### src/rtl/cam_capture_rx.sv
// Camera parallel-port receiver: registers HREF/VSYNC/data, pairs bytes (high first) into
// 16-bit pixels with X/Y coordinates and frame markers. Optional 2x2 decimation: CAM_CAPTURE_DECIM_EN.
module cam_capture_rx #(
  parameter int XW    = 11,
  parameter int YW    = 10,
  parameter int MAX_W = 640,
  parameter int MAX_H = 512
) (
  input  logic          PCLK,
  input  logic          RST_N,
  input  logic          CapEn,
  input  logic          CamHsync,
  input  logic          CamVsync,
  input  logic [7:0]    CamData,
  output logic          PixValid,
  output logic [15:0]   PixData,
  output logic [XW-1:0] PixX,
  output logic [YW-1:0] PixY,
  output logic          FrameStart,
  output logic          FrameEnd,
  output logic          Busy,
  output logic          ErrFlag,
  output logic [1:0]    o_dbg_state
);

  typedef enum logic [1:0] {
    ST_SYNC    = 2'd0,
    ST_WAIT    = 2'd1,
    ST_CAPTURE = 2'd2
  } state_t;

  state_t          r_state, w_next;
  logic            r_hs, r_vs, r_hs_d, r_vs_d;
  logic [7:0]      r_data, r_hi;
  logic            r_phase, r_line_pix;
  logic [XW-1:0]   r_xcnt;
  logic [YW-1:0]   r_ycnt;
  logic            w_hs_rise, w_hs_fall, w_vs_rise, w_vs_fall;
  logic            w_start, w_end, w_cap, w_phase, w_pair;
  logic            w_x_full, w_y_full, w_emit;

  always_ff @(posedge PCLK or negedge RST_N) begin
    if (!RST_N) begin
      r_hs   <= 1'b0;
      r_vs   <= 1'b0;
      r_hs_d <= 1'b0;
      r_vs_d <= 1'b0;
      r_data <= 8'd0;
    end else begin
      r_hs   <= CamHsync;
      r_vs   <= CamVsync;
      r_hs_d <= r_hs;
      r_vs_d <= r_vs;
      r_data <= CamData;
    end
  end

  assign w_hs_rise = r_hs & ~r_hs_d;
  assign w_hs_fall = ~r_hs & r_hs_d;
  assign w_vs_rise = r_vs & ~r_vs_d;
  assign w_vs_fall = ~r_vs & r_vs_d;

  always_ff @(posedge PCLK or negedge RST_N) begin
    if (!RST_N) r_state <= ST_SYNC;
    else        r_state <= w_next;
  end

  // SYNC waits for a full vertical sync so capture never begins mid-frame.
  always_comb begin
    w_next  = r_state;
    w_start = 1'b0;
    w_end   = 1'b0;
    case (r_state)
      ST_SYNC:    if (r_vs) w_next = ST_WAIT;
      ST_WAIT:    if (w_vs_fall && CapEn) begin
                    w_next  = ST_CAPTURE;
                    w_start = 1'b1;
                  end
      ST_CAPTURE: if (w_vs_rise) begin
                    w_next = ST_WAIT;
                    w_end  = 1'b1;
                  end
      default:    w_next = ST_SYNC;
    endcase
  end

  assign w_cap    = (r_state == ST_CAPTURE);
  assign w_phase  = w_hs_rise ? 1'b0 : r_phase;
  assign w_pair   = w_cap && r_hs && w_phase;
  assign w_x_full = (r_xcnt == XW'(MAX_W));
  assign w_y_full = (r_ycnt == YW'(MAX_H));
`ifdef CAM_CAPTURE_DECIM_EN
  assign w_emit   = w_pair && !w_x_full && !w_y_full && !r_xcnt[0] && !r_ycnt[0];
`else
  assign w_emit   = w_pair && !w_x_full && !w_y_full;
`endif

  assign Busy        = w_cap;
  assign o_dbg_state = r_state;

  // PixValid is a one-cycle strobe with no back-pressure; data/coords hold otherwise.
  always_ff @(posedge PCLK or negedge RST_N) begin
    if (!RST_N) begin
      PixValid   <= 1'b0;
      PixData    <= 16'd0;
      PixX       <= '0;
      PixY       <= '0;
      FrameStart <= 1'b0;
      FrameEnd   <= 1'b0;
      ErrFlag    <= 1'b0;
      r_hi       <= 8'd0;
      r_phase    <= 1'b0;
      r_line_pix <= 1'b0;
      r_xcnt     <= '0;
      r_ycnt     <= '0;
    end else begin
      PixValid   <= w_emit;
      FrameStart <= w_start;
      FrameEnd   <= w_end;
      if (!w_cap)     r_phase <= 1'b0;
      else if (r_hs)  r_phase <= ~w_phase;
      if (w_cap && r_hs && !w_phase) r_hi <= r_data;
      if (w_emit) begin
        PixData <= {r_hi, r_data};
`ifdef CAM_CAPTURE_DECIM_EN
        PixX    <= {1'b0, r_xcnt[XW-1:1]};
        PixY    <= {1'b0, r_ycnt[YW-1:1]};
`else
        PixX    <= r_xcnt;
        PixY    <= r_ycnt;
`endif
      end
      if (w_hs_rise)                r_xcnt <= '0;
      else if (w_pair && !w_x_full) r_xcnt <= r_xcnt + XW'(1);
      if (w_hs_rise)   r_line_pix <= 1'b0;
      else if (w_pair) r_line_pix <= 1'b1;
      if (w_start)
        r_ycnt <= '0;
      else if (w_cap && w_hs_fall && r_line_pix && !w_y_full)
        r_ycnt <= r_ycnt + YW'(1);
      // Overflowing either limit or ending a line on a dangling byte is sticky until next frame.
      if (w_start)
        ErrFlag <= 1'b0;
      else if (w_cap && ((w_pair && (w_x_full || w_y_full)) || (w_hs_fall && r_phase)))
        ErrFlag <= 1'b1;
    end
  end

endmodule

### config.mk
export PLATFORM = sky130hd
export DESIGN_NAME = cam_capture_rx
export DESIGN_NICKNAME = d
export VERILOG_FILES = /design/src/rtl/cam_capture_rx.sv
export SDC_FILE = /design/constraint.sdc
export NUM_CORES = 1
export LEC_CHECK = 0
export ABC_AREA = 1
export CAP_MARGIN = 10
export CORE_MARGIN = 2
export CORE_UTILIZATION = 40
export CTS_BUF_LIST = sky130_fd_sc_hd__clkbuf_8
export CTS_CLUSTER_DIAMETER = 200
export CTS_CLUSTER_SIZE = 24
export DETAILED_ROUTE_END_ITERATION = 6
export HOLD_SLACK_MARGIN = 0.1
export PLACE_DENSITY = 0.75
export SYNTH_ARGS = -nofsm -noshare
export SYNTH_HDL_FRONTEND = slang
export SYNTH_SLANG_ARGS = --single-unit
### constraint.sdc
create_clock -name PCLK -period 1.7 [get_ports PCLK]
set_input_delay 0.255 -clock PCLK [delete_from_list [all_inputs] [get_ports PCLK]]
set_output_delay 0.255 -clock PCLK [all_outputs]
set_load 0.01 [all_outputs]
## Yosys cells after proc, flatten, opt, wreduce, memory -nomap -nowiden

Cells that the tools add are included.
Widths: inputs -> output; s select.

| word-level totals | value |
|---|---|
| register bits after elaboration | 86 |
| latch bits | 0 |
| RAM bits | 0 |
| memories kept | 0 |
| memory bits (read-only) | 0 |

| cells by class | value |
|---|---|
| equality and inequality tests | 8 |
| divide/modulo/power cells | 0 |
| shifts and indexed selects | 0 |
| reduce and logical (&&, ||, !) cells | 23 |
| $mul | 0 |
| bitwise operators | 9 |
| add/subtract/negate cells | 2 |
| magnitude comparators | 0 |
| muxes and demuxes | 19 |

Operators with widths:

| cell | count |
|---|---|
| $mux 11 | 2 |
| $mux 10 | 2 |
| $logic_and 1x1->1 | 12 |
| $add 11x1->11 const B | 1 |
| $eq 11x10->1 const B | 1 |
| $mux 1 | 11 |
| $add 10x1->10 const B | 1 |
| $eq 10x10->1 const B | 1 |
| $ne 2x2->1 const B | 4 |
| $reduce_bool 2->1 | 4 |
| $mux 2 | 3 |
| $pmux 2 s3 | 1 |
| $not 1->1 | 5 |
| $and 1x1->1 | 4 |
| $logic_not 1->1 | 3 |
| $reduce_and 3->1 | 1 |
| $eq 2x1->1 const B | 1 |
| $eq 2x2->1 const B | 1 |
| $logic_not 2->1 | 1 |
| $logic_or 1x1->1 | 2 |

## Longest topological paths before layout

Gate-level depths: netlist of the first run.

| logic depth | value |
|---|---|
| depth in word-level cells | 9 |
| depth in mapped cells | 14 |
| gate-level depth less buffers | 11 |

## Worst setup path before layout of the first run

Ideal clock, no wire load.

| path | value |
|---|---|
| kind | reg-to-reg |
| from | reg r_ycnt[0] |
| to | reg PixX[0] |
| data arrival time | 1618 ps |
| setup slack | -35 ps |
| cell stages (with the launch flop) | 15 |
| cell sequence | dfrtp_1 -> clkbuf_1 -> inv_1 -> ha_1 -> inv_1 -> nor2_1 -> inv_1 -> nor2_1 -> nand2_1 -> nand2_1 -> nor2_1 -> buf_4 -> buf_4 -> nand2_1 -> nand2_1 |

| on the way | value |
|---|---|
| longest elaborated chain between the ends | 3 |

RTL lines:

| element | RTL line | text |
|---|---|---|
| start: declaration | 37 | `logic [YW-1:0] r_ycnt;` |
| start signal: assignment | 140 | `r_ycnt <= r_ycnt + YW'(1);` |
| $eq 10x10->1 | 91 | `assign w_y_full = (r_ycnt == YW'(MAX_H));` |
| $logic_not 1->1 | 95 | `assign w_emit = w_pair && !w_x_full && !w_y_full;` |
| $logic_and 1x1->1 | 95 |  |
| end signal: assignment | 129 | `PixX <= r_xcnt;` |
| end: declaration | 17 | `output logic [XW-1:0] PixX,` |

Every way passes these cells.
A chain may end at the register's enable or synchronous reset.

## Worst setup path after layout of the first run

| path | value |
|---|---|
| from | reg r_state[0], in the netlist o_dbg_state[0] |
| to | out o_dbg_state[0] |

RTL lines:

| element | RTL line | text |
|---|---|---|
| start: declaration | 32 | `state_t r_state, w_next;` |
| start signal: assignment | 65 | `else r_state <= w_next;` |
| end: declaration | 23 | `output logic [1:0] o_dbg_state` |

No word-level cell between the ends.

==> metrics.txt, run 1 <==
# TYPE chip_impl_metric gauge
chip_impl_info{name="run_status",value="finished, final reports clean"} 1
chip_impl_info{name="worst_setup_end_kind",value="primary output"} 1
chip_impl_metric{name="antenna_violations_before_repair",unit=""} 0
chip_impl_metric{name="aggregate_routed_wire_length",unit="mm"} 8.92
chip_impl_metric{name="syn-num-nets",unit=""} 461
chip_impl_metric{name="critical_path_required",unit="ns"} 1.44
chip_impl_metric{name="hpwlAfterDp",unit="mm"} 6.03
chip_impl_info{name="critical_path_class",value="reg2out"} 1
chip_impl_metric{name="drt_pre_antenna_iters",unit=""} 6
chip_impl_metric{name="cp.arrival",unit="ns"} 1.39
chip_impl_info{name="yosys-top-cells-area",value="sky130_fd_sc_hd__dfrtp_1 (57%), sky130_fd_sc_hd__nand2_1 (18%), sky130_fd_sc_hd__inv_1 (4.0%), sky130_fd_sc_hd__nor2_1 (3.3%), sky130_fd_sc_hd__nand3_1 (3.1%)"} 1
chip_impl_metric{name="vias",unit=""} 3257
chip_impl_metric{name="tns",unit="ns"} 0
chip_impl_metric{name="synth.cell_area",unit="sq um"} 3770
chip_impl_metric{name="design.portCount",unit=""} 57
chip_impl_metric{name="path_buf_inv",unit=""} 2
chip_impl_metric{name="maxCapViolCount",unit=""} 0
chip_impl_metric{name="finalNonFillerCells",unit=""} 655
chip_impl_metric{name="die-area",unit="sq um"} 10200
chip_impl_info{name="crit_chain",value="buf_4 > clkdlybuf4s50_1"} 1
chip_impl_metric{name="ctsHtreeMaxLevel",unit=""} 3
chip_impl_metric{name="synth_area_per_cell",unit="sq um"} 8.48
chip_impl_metric{name="final-max-slew-violation-count",unit=""} 0
chip_impl_metric{name="final_net_count",unit=""} 556
chip_impl_metric{name="yosysWarningCount",unit=""} 0
chip_impl_metric{name="finalSetupViolations",unit=""} 0
chip_impl_metric{name="placement_rows",unit=""} 35
chip_impl_metric{name="synth_sequential_area_ratio",unit="%"} 57.1
chip_impl_info{name="root_buffer",value="sky130_fd_sc_hd__clkbuf_8"} 1
chip_impl_metric{name="layout-area-overhead-vs-synth",unit="%"} 33.9
chip_impl_metric{name="cts.sinks",unit=""} 86
chip_impl_metric{name="netlist_instances",unit=""} 444
chip_impl_metric{name="portBuffers",unit=""} 56
chip_impl_metric{name="post_synth_num_cell_types",unit=""} 25
chip_impl_metric{name="initial_utilization",unit="%"} 41.0
chip_impl_info{name="hold_path_class",value="in2async"} 1
chip_impl_metric{name="numPlacedInstances",unit=""} 634
chip_impl_metric{name="post_detailed_route_wirelength_per_cell",unit="um"} 13.6
chip_impl_metric{name="ant_nets",unit=""} 0
chip_impl_metric{name="cellLeakagePower",unit="nW"} 2.61
chip_impl_metric{name="worst_path_largest_cell_delay",unit="ns"} 0.53
chip_impl_metric{name="drive_above_1_share",unit="%"} 15.1
chip_impl_metric{name="fin_worst_skew",unit="ns"} 0.0132
chip_impl_metric{name="design.core.area",unit="sq um"} 9200
chip_impl_info{name="critical-path-slowest-cell",value="sky130_fd_sc_hd__clkdlybuf4s50_1"} 1
chip_impl_metric{name="grt_first_pass_wirelength",unit="mm"} 14.5
chip_impl_metric{name="yosys.area.top_type_share",unit="%"} 57.1
chip_impl_metric{name="grt_max_degree",unit=""} 67
chip_impl_metric{name="routed_via_density",unit=""} 4.97
chip_impl_metric{name="worstMarginPinSlew",unit="ns"} 0.417
chip_impl_metric{name="cp_max_fo",unit=""} 2
chip_impl_info{name="critPathTopFamily",value="buffers and inverters"} 1
chip_impl_metric{name="drc",unit=""} 0
chip_impl_metric{name="synth-seq-cells",unit=""} 86
chip_impl_metric{name="fmax",unit="MHz"} 609
chip_impl_metric{name="post-route-min-period",unit="ns"} 1.64
chip_impl_info{name="netlist.top_cell.by_area",value="sky130_fd_sc_hd__dfrtp_1"} 1
chip_impl_metric{name="clk_path_buf_depth",unit=""} 2
chip_impl_metric{name="chipWidth",unit="um"} 101
chip_impl_metric{name="max-slew-margin-rel",unit="%"} 72.1
chip_impl_metric{name="final_standard_cell_utilization_of_the_core",unit="%"} 54.8
chip_impl_metric{name="final_critical_path_setup_slack",unit="ns"} 0.0592
chip_impl_info{name="critPathLaunchType",value="flop"} 1
chip_impl_metric{name="cts.reportedPaths.clkPinSlew",unit="ns"} 0.09
chip_impl_metric{name="final_cycle_share",unit="%"} 96.5
chip_impl_metric{name="cellPowerDensity",unit="nW/um^2"} 877
chip_impl_metric{name="vdd.ir_drop.worst",unit="V"} 0.000568
chip_impl_metric{name="final-hold-violation-count",unit=""} 0
chip_impl_metric{name="numCtsBuffers",unit=""} 9
chip_impl_metric{name="worstSkewPairLatency",unit="ns"} 0.36
chip_impl_metric{name="n_antenna_cell",unit=""} 0
chip_impl_metric{name="drtIter0Drc",unit=""} 200
chip_impl_metric{name="die_y",unit="um"} 101
chip_impl_metric{name="gp_routability_congestion",unit=""} 0.909
chip_impl_metric{name="all_layer_gr_usage",unit="%"} 18.0
chip_impl_metric{name="grt_pass1_vias",unit=""} 3148
chip_impl_metric{name="globalRoute.totalOverflow",unit=""} 0
chip_impl_info{name="tritoncts",value="yes"} 1
chip_impl_metric{name="place_ws",unit="ns"} -0.0439
==> logic make-up (layout without fill, tap and decap cells) <==
logic type,Yosys count,count (layout),synth area share (%)
adder cells (fa/ha/maj),4,4,1.33
AND/OR/NAND/NOR,270,270,29.6
multiplexers,8,8,2.39
buffers and inverters,54,154,5.91
flip-flops,86,86,57.1
XOR/XNOR,3,3,0.698
AO/OA/AOI/OAI,19,19,2.92
==> worst register-to-register path: stages (launching register included) <==
cell,delay [ns]
sky130_fd_sc_hd__dfrtp_1,0.36
sky130_fd_sc_hd__buf_4,0.17
sky130_fd_sc_hd__ha_1,0.31
sky130_fd_sc_hd__inv_1,0.09
sky130_fd_sc_hd__nor2_1,0.26
sky130_fd_sc_hd__nand4_1,0.15
sky130_fd_sc_hd__nand4_1,0.13
sky130_fd_sc_hd__nand2_1,0.07
==> final cells by class <==
| cell class | instances | area (sq um) |
|---|---|---|
| clock buffers | 9 | 124 |
| clock inverters | 7 | 86.3 |
| fillers | 829 | 4150 |
| inverters | 41 | 154 |
| multi-input cells | 304 | 1430 |
| flip-flops and latches | 86 | 2150 |
| well taps | 111 | 139 |
| repair buffers | 97 | 956 |
==> layer usage <==
layer	part of all wire [%]	vias to the layer above	GRT usage [%]
li1	-	1588	-
met1	43	1546	21.8
met2	50	105	31.3
met3	5.6	18	4.92
met4	2.1	0	5.30
met5	0	-	0
==> state kept, by name (all words and copies together), names as in the netlist, 2 cells and up <==
| name | count |
|---|---|
| r_data | 8 |
| PixY | 10 |
| r_xcnt | 11 |
| o_dbg_state | 2 |
| PixData | 16 |
| r_hi | 8 |
| r_ycnt | 10 |
| PixX | 11 |
==> cell usage after synthesis, drive strengths merged <==
| master | number |
|---|---|
| nand2 | 188 |
| dfrtp | 86 |
| inv | 41 |
| nor2 | 36 |
| nand3 | 24 |
| nand4 | 18 |
| o21ai | 11 |
| buf | 9 |
| mux2 | 8 |
| clkbuf | 4 |
| ha | 4 |
| a21oi | 3 |
| nor3 | 3 |
| xor2 | 3 |
| o21bai | 2 |
| a21o | 1 |
| a32o | 1 |
| o31ai | 1 |
| or2 | 1 |
==> stage by stage <==
| step | hold WS [ns] | instance area (sq um) | power, W |
|---|---|---|---|
| final | 0.312 | 5040 | 0.00442 |
| after global routing | 0.301 | 5040 | 0.00464 |
| after CTS | 0.307 | 4940 | 0.00445 |
| after detailed placement | 0.164 | 4720 | 0.00292 |
| after global placement | 0.157 | 4720 | 0.00290 |
| after floorplan | -0.0406 | 3780 | 0.00262 |
==> report_power, final <==
| part | total (W) | internal [W] | switching, W |
|---|---|---|---|
| registers | 0.00231 | 0.00222 | 0.0000966 |
| logic | 0.000577 | 0.000301 | 0.000276 |
| clock network | 0.00153 | 0.000716 | 0.000817 |
| total | 0.00442 | 0.00323 | 0.00119 |
==> what timing repair did <==
| item | in CTS | in global routing |
|---|---|---|
| buffers inserted | 0 | 1 |
| hold buffers | 1 | 0 |
| gates cloned | 0 | 3 |
| endpoints found under the setup margin | 25 | 53 |
| resized for setup | 3 | 12 |
| pin swaps | 0 | 2 |
| endpoints found under the hold margin | 20 | 0 |
==> layout by cell type, fill, tap and decap left out, drive strengths merged, types with 2 or more instances in the layout <==
| master | count |
|---|---|
| mux2 | 8 |
| nor2 | 36 |
| o21ai | 11 |
| xor2 | 3 |
| dfrtp | 86 |
| nand2 | 188 |
| nand4 | 18 |
| nand3 | 24 |
| a21oi | 3 |
| nor3 | 3 |
| ha | 4 |
| buf | 39 |
| clkdlybuf4s50 | 54 |
| inv | 46 |
| clkbuf | 12 |
| o21bai | 2 |
==> path summary, 6_finish.rpt <==
path / start / endpoint / slack, ns / depth (start not counted)
max: o_dbg_state[0] / o_dbg_state[0] / 0.06 / 2
min: RST_N / r_ycnt[5] / 0.31 / 2
max reg2reg: r_xcnt[0] / r_xcnt[8] / 0.07 / 7
min reg2reg: r_vs / r_vs_d / 0.41 / 0
max in group asynchronous: RST_N / r_xcnt[7] / 0.76 / 3
min in group PCLK: CamData[2] / r_data[2] / 0.32 / 1
No activity file was read; power rests on OpenSTA's default activity.
==> inputs of run 2 (changes only) <==
--- a/config.mk
+++ b/config.mk
@@ -13,7 +13,7 @@
 export CTS_CLUSTER_DIAMETER = 200
 export CTS_CLUSTER_SIZE = 24
 export DETAILED_ROUTE_END_ITERATION = 6
-export HOLD_SLACK_MARGIN = 0.1
+export HOLD_SLACK_MARGIN = 0.08
 export PLACE_DENSITY = 0.75
 export SYNTH_ARGS = -nofsm -noshare
 export SYNTH_HDL_FRONTEND = slang
==> results of run 2 <==
Final layout, timing and power as in run 1 (identical DEF).
